## src/rtl/local_port_if.sv

```systemverilog
// Bundles the per-cycle channel bus, the local injection port and the local
// eject port of the router's local eject/inject stage. The upstream side
// (alloc stage plus local node) uses the master view; the stage uses slave.
interface local_port_if #(
  parameter int NUM_CHANNEL = 5,
  parameter int NUM_PORT    = 6,
  parameter int WIDTH_PORT  = 64
);
  logic [NUM_CHANNEL*WIDTH_PORT-1:0]  flit_i;
  logic [NUM_CHANNEL-1:0]             valid_i;
  logic [NUM_CHANNEL*NUM_PORT-1:0]    alloc_i;
  logic                               inj_valid_i;
  logic                               inj_ready_o;
  logic [WIDTH_PORT-1:0]              inj_flit_i;
  logic [NUM_CHANNEL-1:0]             inj_pv_i;
  logic                               ej_valid_o;
  logic                               ej_ready_i;
  logic [WIDTH_PORT-1:0]              ej_flit_o;
  logic [NUM_CHANNEL*WIDTH_PORT-1:0]  xbar_flit_o;
  logic [NUM_CHANNEL-1:0]             xbar_valid_o;
  logic [NUM_CHANNEL*NUM_CHANNEL-1:0] xbar_pv_o;
  logic                               starve_o;

  modport master (
    output flit_i, valid_i, alloc_i, inj_valid_i, inj_flit_i, inj_pv_i, ej_ready_i,
    input  inj_ready_o, ej_valid_o, ej_flit_o, xbar_flit_o, xbar_valid_o, xbar_pv_o, starve_o
  );

  modport slave (
    input  flit_i, valid_i, alloc_i, inj_valid_i, inj_flit_i, inj_pv_i, ej_ready_i,
    output inj_ready_o, ej_valid_o, ej_flit_o, xbar_flit_o, xbar_valid_o, xbar_pv_o, starve_o
  );
endinterface

```

## src/rtl/local_port_stage.sv

```systemverilog
// Registered local eject/inject stage of the bufferless router. Ejects up to
// EJ_WIDTH local flits per cycle into the eject FIFO, deflects the local flits
// that do not fit onto the lowest unused non-local ports, and injects the head
// of the injection FIFO into the lowest free channel. All crossbar-facing
// results are registered, so the stage costs one cycle. FIFO depths must be
// powers of two and at least 2.
module local_port_stage #(
  parameter int NUM_CHANNEL  = 5,
  parameter int NUM_PORT     = 6,
  parameter int WIDTH_PORT   = 64,
  parameter int EJ_WIDTH     = 1,
  parameter int EJ_DEPTH     = 4,
  parameter int INJ_DEPTH    = 4,
  parameter int STARVE_LIMIT = 8
) (
  input logic        clk,
  input logic        rst_n,
  local_port_if.slave bus
);
  localparam int NC  = NUM_CHANNEL;
  localparam int W   = WIDTH_PORT;
  localparam int LOC = NUM_PORT - 2;
  localparam int EW  = $clog2(EJ_DEPTH + 1);
  localparam int EIW = $clog2(EJ_DEPTH);
  localparam int IW  = $clog2(INJ_DEPTH + 1);
  localparam int IIW = $clog2(INJ_DEPTH);
  localparam int BW  = $clog2(STARVE_LIMIT + 1);

  // Drop the local alloc bit, keeping the remaining bits in order.
  function automatic logic [NC-1:0] repack(input logic [NUM_PORT-1:0] a);
    logic [NC-1:0] r;
    for (int p = 0; p < NC; p++) r[p] = (p < LOC) ? a[p] : a[p+1];
    return r;
  endfunction

  function automatic logic [NC-1:0] lowestOne(input logic [NC-1:0] v);
    return v & (~v + NC'(1));
  endfunction

  function automatic logic [BW-1:0] satInc(input logic [BW-1:0] x);
    return (x == BW'(STARVE_LIMIT)) ? x : x + BW'(1);
  endfunction

  logic [W-1:0]    ejMem [EJ_DEPTH];
  logic [EIW-1:0]  ejWr, ejRd;
  logic [EW-1:0]   ejCount;
  logic [W-1:0]    injFlitMem [INJ_DEPTH];
  logic [NC-1:0]   injPvMem [INJ_DEPTH];
  logic [IIW-1:0]  injWr, injRd;
  logic [IW-1:0]   injCount;
  logic [BW-1:0]   blkCnt, blkNext;
  logic            starveQ;
  logic [NC*W-1:0]  xFlitQ, xFlitNext;
  logic [NC-1:0]    xValidQ, outValid;
  logic [NC*NC-1:0] xPvQ, xPvNext;

  logic [NC-1:0] localSet, ejMask, taken, freeCh, injChOh, injCand, injPortOh, pvIn;
  logic [EW-1:0] ejOrd [NC];
  logic [EW-1:0] ejN, ejSpace;
  logic          doInj, injPush, ejPop, injReady, found;

  assign injReady        = (injCount != IW'(INJ_DEPTH));
  assign injPush         = bus.inj_valid_i & injReady;
  assign ejPop           = (ejCount != '0) & bus.ej_ready_i;
  assign bus.inj_ready_o = injReady;
  assign bus.ej_valid_o  = (ejCount != '0);
  assign bus.ej_flit_o   = (ejCount != '0) ? ejMem[ejRd] : '0;
  assign bus.xbar_flit_o  = xFlitQ;
  assign bus.xbar_valid_o = xValidQ;
  assign bus.xbar_pv_o    = xPvQ;
  assign bus.starve_o     = starveQ;

  // Eject, deflect and inject decisions for the current channel set.
  always_comb begin
    taken     = '0;
    localSet  = '0;
    ejMask    = '0;
    ejN       = '0;
    outValid  = '0;
    xFlitNext = '0;
    xPvNext   = '0;
    pvIn      = '0;
    found     = 1'b0;
    ejSpace   = EW'(EJ_DEPTH) - ejCount;
    for (int c = 0; c < NC; c++) begin
      ejOrd[c] = '0;
      pvIn = repack(bus.alloc_i[c*NUM_PORT +: NUM_PORT]);
      if (bus.valid_i[c]) begin
        if (bus.alloc_i[c*NUM_PORT + LOC]) begin
          localSet[c] = 1'b1;
        end else begin
          taken                = taken | pvIn;
          outValid[c]          = 1'b1;
          xFlitNext[c*W +: W]  = bus.flit_i[c*W +: W];
          xPvNext[c*NC +: NC]  = pvIn;
        end
      end
    end
    for (int c = 0; c < NC; c++) begin
      if (localSet[c] && (ejN < EW'(EJ_WIDTH)) && (ejN < ejSpace)) begin
        ejMask[c] = 1'b1;
        ejOrd[c]  = ejN;
        ejN       = ejN + EW'(1);
      end
    end
    for (int c = 0; c < NC; c++) begin
      if (localSet[c] && !ejMask[c]) begin
        found = 1'b0;
        for (int p = 0; p < NC; p++) begin
          if (!found && !taken[p]) begin
            taken[p]          = 1'b1;
            xPvNext[c*NC + p] = 1'b1;
            found             = 1'b1;
          end
        end
        outValid[c]         = 1'b1;
        xFlitNext[c*W +: W] = bus.flit_i[c*W +: W];
      end
    end
    freeCh    = ~outValid;
    doInj     = (injCount != '0) && (|freeCh);
    injChOh   = lowestOne(freeCh);
    injCand   = injPvMem[injRd] & ~taken;
    injPortOh = (|injCand) ? lowestOne(injCand) : lowestOne(~taken);
    if (doInj) begin
      for (int c = 0; c < NC; c++) begin
        if (injChOh[c]) begin
          outValid[c]         = 1'b1;
          xFlitNext[c*W +: W] = injFlitMem[injRd];
          xPvNext[c*NC +: NC] = injPortOh;
        end
      end
    end
    blkNext = ((injCount == '0) || doInj) ? '0 : satInc(blkCnt);
  end

  // Stage boundary: control state, pointers and registered crossbar outputs.
  always_ff @(posedge clk or negedge rst_n) begin
    if (!rst_n) begin
      ejWr     <= '0;
      ejRd     <= '0;
      ejCount  <= '0;
      injWr    <= '0;
      injRd    <= '0;
      injCount <= '0;
      blkCnt   <= '0;
      starveQ  <= 1'b0;
      xFlitQ   <= '0;
      xValidQ  <= '0;
      xPvQ     <= '0;
    end else begin
      ejWr     <= ejWr + EIW'(ejN);
      ejRd     <= ejRd + EIW'(ejPop);
      ejCount  <= ejCount + ejN - EW'(ejPop);
      injWr    <= injWr + IIW'(injPush);
      injRd    <= injRd + IIW'(doInj);
      injCount <= injCount + IW'(injPush) - IW'(doInj);
      blkCnt   <= blkNext;
      starveQ  <= (blkNext == BW'(STARVE_LIMIT));
      xFlitQ   <= xFlitNext;
      xValidQ  <= outValid;
      xPvQ     <= xPvNext;
    end
  end

  // FIFO storage writes; contents are qualified by the counts, so no reset.
  always_ff @(posedge clk) begin
    for (int c = 0; c < NC; c++) begin
      if (ejMask[c]) ejMem[ejWr + EIW'(ejOrd[c])] <= bus.flit_i[c*W +: W];
    end
    if (injPush) begin
      injFlitMem[injWr] <= bus.inj_flit_i;
      injPvMem[injWr]   <= bus.inj_pv_i;
    end
  end

  // Every flit still on a channel holds a distinct port, so a free channel
  // always leaves a free port for the injected flit.
  assert property (@(posedge clk) disable iff (!rst_n) doInj |-> (|(~taken)));
endmodule
```

## src/flat_wrapper.sv

```systemverilog
// flat-port wrapper written by rule: the top's interface ports become plain ports
module local_port_stage_flat 
#(
  parameter int NUM_CHANNEL  = 5,
  parameter int NUM_PORT     = 6,
  parameter int WIDTH_PORT   = 64,
  parameter int EJ_WIDTH     = 1,
  parameter int EJ_DEPTH     = 4,
  parameter int INJ_DEPTH    = 4,
  parameter int STARVE_LIMIT = 8
)
  (clk, rst_n, bus_flit_i, bus_valid_i, bus_alloc_i, bus_inj_valid_i, bus_inj_flit_i, bus_inj_pv_i, bus_ej_ready_i, bus_inj_ready_o, bus_ej_valid_o, bus_ej_flit_o, bus_xbar_flit_o, bus_xbar_valid_o, bus_xbar_pv_o, bus_starve_o);
  local_port_if #(.NUM_CHANNEL(NUM_CHANNEL), .NUM_PORT(NUM_PORT), .WIDTH_PORT(WIDTH_PORT)) bus_i ();
  input logic clk;
  input logic rst_n;
  input wire logic [$bits(bus_i.flit_i)-1:0] bus_flit_i;
  input wire logic [$bits(bus_i.valid_i)-1:0] bus_valid_i;
  input wire logic [$bits(bus_i.alloc_i)-1:0] bus_alloc_i;
  input wire logic [$bits(bus_i.inj_valid_i)-1:0] bus_inj_valid_i;
  input wire logic [$bits(bus_i.inj_flit_i)-1:0] bus_inj_flit_i;
  input wire logic [$bits(bus_i.inj_pv_i)-1:0] bus_inj_pv_i;
  input wire logic [$bits(bus_i.ej_ready_i)-1:0] bus_ej_ready_i;
  output wire logic [$bits(bus_i.inj_ready_o)-1:0] bus_inj_ready_o;
  output wire logic [$bits(bus_i.ej_valid_o)-1:0] bus_ej_valid_o;
  output wire logic [$bits(bus_i.ej_flit_o)-1:0] bus_ej_flit_o;
  output wire logic [$bits(bus_i.xbar_flit_o)-1:0] bus_xbar_flit_o;
  output wire logic [$bits(bus_i.xbar_valid_o)-1:0] bus_xbar_valid_o;
  output wire logic [$bits(bus_i.xbar_pv_o)-1:0] bus_xbar_pv_o;
  output wire logic [$bits(bus_i.starve_o)-1:0] bus_starve_o;
  assign bus_i.flit_i = bus_flit_i;
  assign bus_i.valid_i = bus_valid_i;
  assign bus_i.alloc_i = bus_alloc_i;
  assign bus_i.inj_valid_i = bus_inj_valid_i;
  assign bus_i.inj_flit_i = bus_inj_flit_i;
  assign bus_i.inj_pv_i = bus_inj_pv_i;
  assign bus_i.ej_ready_i = bus_ej_ready_i;
  assign bus_inj_ready_o = bus_i.inj_ready_o;
  assign bus_ej_valid_o = bus_i.ej_valid_o;
  assign bus_ej_flit_o = bus_i.ej_flit_o;
  assign bus_xbar_flit_o = bus_i.xbar_flit_o;
  assign bus_xbar_valid_o = bus_i.xbar_valid_o;
  assign bus_xbar_pv_o = bus_i.xbar_pv_o;
  assign bus_starve_o = bus_i.starve_o;
  local_port_stage #(.NUM_CHANNEL(NUM_CHANNEL), .NUM_PORT(NUM_PORT), .WIDTH_PORT(WIDTH_PORT), .EJ_WIDTH(EJ_WIDTH), .EJ_DEPTH(EJ_DEPTH), .INJ_DEPTH(INJ_DEPTH), .STARVE_LIMIT(STARVE_LIMIT)) u_core (.clk(clk), .rst_n(rst_n), .bus(bus_i));
endmodule
```

## config.mk

```make
export PLATFORM = sky130hd
export DESIGN_NAME = local_port_stage_flat
export DESIGN_NICKNAME = d
export VERILOG_FILES = /design/src/rtl/local_port_if.sv /design/src/rtl/local_port_stage.sv /design/src/flat_wrapper.sv
export SDC_FILE = /design/constraint.sdc
export NUM_CORES = 1
export LEC_CHECK = 0
export CAP_MARGIN = 20
export CORE_AREA = 2 2 330 332
export DETAILED_ROUTE_END_ITERATION = 10
export DIE_AREA = 0 0 332 334
export HOLD_SLACK_MARGIN = 0.12
export PLACE_DENSITY_LB_ADDON = 0.15
export SLEW_MARGIN = 20
export SYNTH_ARGS = -nofsm -noshare
export SYNTH_HDL_FRONTEND = slang
export SYNTH_SLANG_ARGS = --single-unit
```

## constraint.sdc

```tcl
create_clock -name clk -period 14.75 [get_ports clk]
set_input_delay 2.95 -clock clk [delete_from_list [all_inputs] [get_ports clk]]
set_output_delay 2.95 -clock clk [all_outputs]
set_load 0.1 [all_outputs]
```

Yosys cells after proc, flatten, opt, wreduce, memory -nomap -nowiden
Memories as Yosys holds them, arrays and structs flattened. Cells that the tools add are included.

Output and inout bits: 417. Register bits after elaboration: 369. Logic and storage cells: 365. Memories: 3. Memory bits (writable): 532. Bits of input ports: 428.

Reductions and logical operators: 90. Bitwise gates (word level): 15. Add/sub/neg operators: 21. Eq/ne operators: 3. Mux-type cells: 213. Magnitude comparators: 9.

Memory list: u_core.ejMem (depth 4, width 64, read ports 1, clocked after memory_dff 0, write ports 1, line local_port_stage.sv:44) `logic [W-1:0] ejMem [EJ_DEPTH];`; u_core.injFlitMem (depth 4, width 64, read ports 1, clocked after memory_dff 0, write ports 1, line local_port_stage.sv:47) `logic [W-1:0] injFlitMem [INJ_DEPTH];`; u_core.injPvMem (depth 4, width 5, read ports 1, clocked after memory_dff 0, write ports 1, line local_port_stage.sv:48) `logic [NC-1:0] injPvMem [INJ_DEPTH];`.

Operator list (number): 64-bit 2-to-1 mux (25); 320-bit 2-to-1 mux (1); 64-bit OR reduction (4); 5-bit 2-to-1 mux (35); 1-bit 2-to-1 mux (138); 1-bit zero test (45); 1-bit logical AND (35); 25-bit 2-to-1 mux (1); 5-bit NOT (5); 5-bit AND (4); 5-bit OR (4); 2-bit 2-to-1 mux (8); 5-bit by 1-bit adder with 5-bit output (second input constant) (3); 5-bit OR reduction (2); 3-bit 2-to-1 mux (3); 2-bit by 1-bit adder with 2-bit output (4); 2-bit adder (4); 4-bit equality test (second input constant) (2); 4-bit 2-to-1 mux (2); 3-bit by 1-bit adder with 3-bit output (second input constant) (2); 3-bit by 1-bit less-than comparator with 1-bit output (second input constant) (2); 3-bit less-than comparator (2); 3-bit nonzero test (2); 3-bit by 1-bit subtractor with 3-bit output (2); 15 further kinds (16).

Depth between registers and ports, before layout
Gate-level depths: netlist of the first run.

Depth in word-level cells: 112. Depth in mapped cells: 40. Depth with buffers taken out: 31.

Worst setup path after synthesis of the first run
No wires, ideal clock.

Kind: in2reg. Start: input port bus_alloc_i[4]. End: memory u_core.ejMem[0][0] (netlist name), enable pin. Arrival: 12.713 ns. Buffers on the path: 11. Stages: 33. Data required time: 14.263 ns. Slack: 1.550 ns. Setup time: 0.487 ns. Path through: nand2_1 > nand2_1 > nor2_1 > clkbuf_1 > buf_2 > ha_1 > ha_1 > a22oi_1 > nand2b_1 > clkbuf_1 > clkbuf_1 > clkbuf_1 > inv_1 > ha_1 > ha_1 > or3_1 > nor3_2 > buf_4 > clkbuf_1 > clkbuf_1 > ha_1 > nor3_1 > nand2_1 > a21oi_1 > buf_2 > clkbuf_1 > clkbuf_1 > ha_1 > ha_1 > nand2_1 > o21a_1 > nand2_1 > nor2_1.

Word-level cells in the longest chain between the ends: 24. Elaborated cells on any way between the ends: 61. Classes of those cells: add/sub (7); order compare (8); mux (33); reduce/logical (13).

Ends and longest elaborated chain: start: declaration (line flat_wrapper.sv:18) `input wire logic [$bits(bus_i.alloc_i)-1:0] bus_alloc_i;`; 1-bit 2-to-1 mux * (line local_port_stage.sv:89) `if (bus.alloc_i[c*NUM_PORT + LOC]) begin`; 1-bit 2-to-1 mux * (line local_port_stage.sv:88) `if (bus.valid_i[c]) begin`; 1-bit logical AND * (line local_port_stage.sv:100) `if (localSet[c] && (ejN < EW'(EJ_WIDTH)) && (ejN < ejSpace)) begin`; parallel branches: the longest is 21 deep, another holds 1-bit by 3-bit less-than comparator with 1-bit output; end: declaration (line local_port_stage.sv:44).

Every way passes the cells marked *.

Worst setup path in the final report of the first run
Start: input port bus_valid_i[0]. End: memory u_core.ejMem[3][53] (netlist name), enable pin.

Word-level cells in the longest chain between the ends: 23. Elaborated cells on any way between the ends: 60. Classes of those cells: add/sub (7); order compare (8); mux (32); reduce/logical (13).

Ends and longest elaborated chain: start: declaration (line flat_wrapper.sv:17) `input wire logic [$bits(bus_i.valid_i)-1:0] bus_valid_i;`; 1-bit 2-to-1 mux * (line local_port_stage.sv:88); 1-bit logical AND * (line local_port_stage.sv:100); parallel branches: the longest is 21 deep, another holds 1-bit by 3-bit less-than comparator with 1-bit output.

Marks and branches as above.

==> results of run 1 <==
[state kept, by name (all words and copies together), names as in the netlist]
name and flops:
u_core.bus.xbar_valid_o 5, u_core.injFlitMem 256, u_core.ejRd 2, u_core.bus.xbar_flit_o 320
u_core.injCount 3, u_core.ejWr 2, u_core.injWr 2, u_core.bus.starve_o 1
u_core.bus.xbar_pv_o 25, u_core.ejMem 256, u_core.blkCnt 4, u_core.ejCount 3
u_core.injPvMem 20, u_core.injRd 2
[path summary, 6_finish.rpt]
kind                               startpoint                     endpoint  slack [ns]  cells after the start
max reg2reg                 u_core.ejCount[0]          u_core.ejMem[3][53]        4.99                     27
min in group asynchronous               rst_n  u_core.bus.xbar_flit_o[185]        2.26                      1
min                        u_core.injCount[1]           u_core.injCount[2]        0.59                      1
max in group asynchronous               rst_n  u_core.bus.xbar_flit_o[150]        9.64                      4
min reg2reg                u_core.injCount[1]           u_core.injCount[2]        0.59                      1
max                            bus_valid_i[0]          u_core.ejMem[3][53]        3.53                     25
[report_power, final]
part	internal (mW)	switching, mW
logic	1.78	5.65
registers	3.69	0.308
clock network	1.52	1.06
total	6.99	7.02
[per-layer routing]
| metal | vias to the layer above | track usage, % |
|---|---|---|
| li1 | 11970 | - |
| met1 | 14200 | 38.15 |
| met2 | 1446 | 42.63 |
| met3 | 234 | 8.767 |
| met4 | 26 | 8.230 |
| met5 | - | 0.7382 |
[logic make-up after synthesis]
family	Yosys count	synth area share (%)
buffers and inverters	210	2.161
multiplexers	204	9.751
AND/OR/NAND/NOR	913	10.63
flip-flops	901	66.66
AO/OA/AOI/OAI	507	9.354
adder cells (fa/ha/maj)	29	0.9992
XOR/XNOR	19	0.4401
[layout make-up]
cell class,instances,area (um2)
fill,9677,56560
sequential,901,25220
multi-input combinational,1672,11950
timing repair buffer,888,8783
clock buffer,127,2696
tap,1414,1769
clock inverter,60,678.2
inverter,23,86.33
antenna,18,45.04
[worst max-delay path: stages]
cell and delay (ns):
clkdlybuf4s50_1 0.46, nand2_1 0.22, nand2_1 0.15, nor2_4 0.10, buf_4 0.51, ha_1 0.45, ha_1 0.29, a22oi_1 0.20
nand2b_4 0.59, inv_1 0.10, ha_1 0.39, ha_1 0.22, or3_1 0.41, nor3_4 0.52, o21ai_0 0.30, ha_1 0.35
nor2b_1 0.12, o21ai_0 0.22, nand2_1 0.17, a21oi_4 0.16, buf_4 0.63, o22ai_1 0.20, a21oi_1 0.51, and3_4 0.80
buf_4 0.44
[cell usage in the layout, fill, tap and decap left out, drive strengths merged, types with 10 or more instances in the layout]
cell	instances
edfxtp	532
nor2b	12
a211oi	69
bufinv	13
clkinv	39
a22o	130
inv	25
xnor2	14
o21ai	156
diode	18
mux2i	68
ha	27
nand3b	10
and2	65
clkbuf	127
buf	49
mux4	131
a21oi	85
nor3	15
dfrtp	369
nor2	110
nand3	150
clkdlybuf4s50	839
nand2	515
[per-stage QoR]
| stage | power [mW] | std cells | setup slack, ns |
|---|---|---|---|
| finish | 14.01 | 5103 | 3.529 |
| global route | 14.47 | 5099 | 2.805 |
| CTS | 14.07 | 5085 | 3.530 |
| detailed placement | 11.48 | 4898 | 2.808 |
| global placement | 11.46 | 4898 | 2.978 |
| floorplan | 8.996 | 2783 | 1.550 |
==> flow_summary.yaml, run 1 <==
synthesis:
  synthFlopType: "edfxtp_1"
  synthMostInstantiatedCell: "edfxtp_1"
  synthesis.area_um2: 37820
  syn_inst: 2783
  syn-num-nets: 3240
  synth-seq-cells: 901
  ys_warn_count: 0
  ys_seq_area_share_pct: 66.66
  syn_area_per_cell_um2: 13.59
  netlist.area_leader.share_pct: 42.25
  synthTopCellsByCount: "532 x edfxtp_1, 513 x nand2_1, 369 x dfrtp_1, 150 x nand3_1, 145 x clkbuf_1"
  ys_top_cells_by_area: "edfxtp_1 42%, dfrtp_1 24%, mux4_2 7.8%, nand2_1 5.1%, a22o_1 3.0%"
  synth-edff-count: 532
  synth_top_area_cell: "edfxtp_1"
  synth_cell_types: 76
  synthArstFlopShare_pct: 40.95
detailed_routing:
  dr_wl_met3_um: 15640
  ant_nets: 0
  met2_length_um: 72570
  m1WireLength_um: 66590
  drtPass1Iterations: 6
  route.detailed.wl_per_inst_um: 31.17
  vias: 27880
  avgViaCountPerCell: 5.463
  routed_wl_um: 159100
  route.detailed.drc: 0
  drtIter0Drc: 2850
  highest_layer: "met5"
power_and_ir_drop:
  cellPowerDensity_nw_per_um2: 273.4
  peakVddDrop_uv: 145.2
  p_leak_nw: 19.37
placement:
  dp_hpwl_um: 115200
  port_buffers: 844
  placed_area_um2: 47820
  gp_congestion: 0.9701
critical_path:
  worstSetupPathType: "input port to register"
  arrival_ns: 11.56
  cp-start-kind: "input port"
  end_kind: "register"
  required_ns: 15.09
  crit_fanout: 77
sta:
  hold_viol: 0
  drv_slew: 0
  relSlewSlack_pct: 17.00
  finalSetupViolCount: 0
  final.period_utilization_pct: 76.07
  tightest_slew_ns: 1.238
  fin_hold_ws_ns: 0.5889
  skew_ns: 0.02958
  timing.fmax_mhz: 89.12
  grt_setup_unrepaired: "false"
  finalSetupTns_ns: 0
  fin_crit_ns: 11.22
global_routing:
  grt_max_degree: 127
  grt_pass1_vias: 27470
  grt.overflow.total: 0
  grt_pass1_wl_um: 218000
  track_usage_pct: 27.92
  antenna_found_initial: 35
clock_tree:
  h-tree-depth: 3
  worstSkewPairLatency_ns: 0.68
  cts_setup_buffers: 0
  cts_made_buffers: 99
  cts_tree: "yes"
  clk_pin_slew_worst_paths_ns: 0.06
  clock_sinks: 901
  clk_path_buf_depth: 3
  root_buffer: "clkbuf_16"
  cts_resized: 0
  cts_hold_buf: 0
die:
  core_um2: 107800
  rows: 121
  pin_count: 845
  dieHeight_um: 334
  start_util_pct: 35.08
  die_w_um: 332
  die_area_um2: 110900
min_path:
  hold_path_class: "register to register"
layout:
  fin_util_pct: 47.53
  syn2layout_area_growth_pct: 35.49
  fin_area_um2: 51240
  drive_gt1_share_pct: 11.09
  layout.nets: 4042
job:
  maxCapViolations: 0
run_status:
  outcome: "complete, no violations"
(Power assumes the default switching activity.)
==> inputs of run 2 (changes only) <==
==> constraint.sdc (replaced) <==
create_clock -name clk -period 9.45 [get_ports clk]
set_input_delay 1.89 -clock clk [delete_from_list [all_inputs] [get_ports clk]]
set_output_delay 1.89 -clock clk [all_outputs]
set_load 0.1 [all_outputs]
==> flow_summary.yaml, run 2 (synthesis gave the netlist of run 1 again) <==
run_status:
  outcome: "complete, no violations"
sta:
  hold_viol: 0
  tightest_slew_ns: 1.188
  finalSetupViolCount: 0
  final.period_utilization_pct: 83.85
  finalSetupTns_ns: 0
  drv_slew: 0
  skew_ns: 0.02957
  fin_crit_ns: 7.923
  timing.fmax_mhz: 126.2
  relSlewSlack_pct: 20.77
  grt_setup_unrepaired: "false"
power_and_ir_drop:
  comb_power_share_pct: 53.5
  internal_power_mw: 10.91
  switching_share_pct: 50.35
  power_frac_seq_pct: 28.3
  p_sw_mw: 11.06
  peakVddDrop_uv: 221.7
  clockPowerShare_pct: 18.2
  p_leak_nw: 19.42
  cellPowerDensity_nw_per_um2: 427.7
die:
  rows: 121
  core_um2: 107800
  die_w_um: 332
  die_area_um2: 110900
  pin_count: 845
  dieHeight_um: 334
  start_util_pct: 35.08
detailed_routing:
  avgViaCountPerCell: 5.512
  ant_nets: 0
  route.detailed.drc: 0
  drtIter0Drc: 3051
  drtPass1Iterations: 7
  routed_wl_um: 162100
  vias: 28210
  route.detailed.wl_per_inst_um: 31.68
placement:
  dp_hpwl_um: 116600
  placed_area_um2: 47990
  gp_congestion: 0.9305
  port_buffers: 844
critical_path:
  crit_slowest_cell: "buf_4"
  crit_top_cell: "nand2_1"
  arrival_ns: 8.53
  crit_fanout: 69
  rr_worst_depth: 28
  worstSetupPathDepth: 26
  cp-start-kind: "input port"
  critPathMaxStageDelay_ns: 0.73
  critPathTopFamily: "simple AND/OR/NAND/NOR gates"
  worstSetupPathType: "input port to register"
  path_buf_inv: 4
  end_kind: "register"
  required_ns: 10.06
job:
  maxCapViolations: 0
min_path:
  hold_path_class: "register to register"
  hold-path-cell-count: 1
layout:
  mostFrequentLayoutCell: "clkdlybuf4s50_1"
  num-fill-cells: 9638
  fin_area_um2: 51380
  largest_reg_flops: 320
  syn2layout_area_growth_pct: 35.88
  drive_gt1_share_pct: 11.17
  layout.nets: 4049
  final_cell_mix: "843 x clkdlybuf4s50_1, 532 x edfxtp_1, 513 x nand2_1"
clock_tree:
  clock_sinks: 901
  worstSkewPairLatency_ns: 0.70
  cts_hold_buf: 0
  cts_resized: 0
  root_buffer: "clkbuf_16"
  clk_pin_slew_worst_paths_ns: 0.06
  clk_path_buf_depth: 3
  cts_setup_buffers: 0
  h-tree-depth: 3
  cts_tree: "yes"
  cts_made_buffers: 100
global_routing:
  antenna_found_initial: 47
  track_usage_pct: 28.44
  grt_pass1_wl_um: 221000
  grt.overflow.total: 0
  grt_max_degree: 139
  grt_pass1_vias: 27710
-- run 2: worst paths after layout --
path / from / end / slack (ns)
max: bus_valid_i[0] / u_core.bus.xbar_pv_o[21] / 1.53
min: u_core.injCount[1] / u_core.injCount[2] / 0.59
max reg2reg: u_core.ejCount[0] / u_core.bus.xbar_pv_o[21] / 1.73
min reg2reg: u_core.injCount[1] / u_core.injCount[2] / 0.59
max in group asynchronous: rst_n / u_core.ejRd[1] / 6.43
min in group asynchronous: rst_n / u_core.bus.xbar_flit_o[179] / 1.21
-- run 2: metrics by stage --
| stage | power [mW] | utilization [%] | instances | setup slack [ns] | hold WS, ns |
|---|---|---|---|---|---|
| after floorplan | 14.03 | - | 2783 | 0.04122 | 0.4767 |
| after global placement | 18.00 | 44.50 | 4903 | 0.9749 | 0.5717 |
| after detailed placement | 18.03 | 44.52 | 4904 | 0.8187 | 0.5890 |
| after CTS | 22.04 | 47.61 | 5092 | 1.520 | 0.5882 |
| after global routing | 22.65 | 47.66 | 5113 | 1.077 | 0.6378 |
| final | 21.98 | 47.67 | 5118 | 1.527 | 0.5924 |
-- run 2: power by group through the flow --
stage	Sequential, mW	Clock, mW	Combinational, mW
finish	6.21	4.01	11.8
global route	6.33	4.21	12.1
CTS	6.23	4.06	11.8
detailed placement	6.29	0	11.7
global placement	6.27	0	11.7
floorplan	8.74	0	5.29
-- run 2: area by class of cell --
type                    count  area, um2  area share (%)
diodes                     26      65.06          0.1266
inverters                  23      87.58          0.1705
clock inverters            67      704.4           1.371
repair buffers            894       8954           17.43
clock buffers             121       2621           5.102
flip-flops and latches    901      25220           49.09
multi-input cells        1672      11960           23.27
well taps                1414       1769           3.443
-- run 2: per-layer routing --
metal	wire length (um)	up-vias	track usage [%]
li1	-	11980	-
met1	69860	14490	39.78
met2	72050	1437	41.90
met3	14620	280	8.071
met4	5459	24	11.01
met5	136	-	0
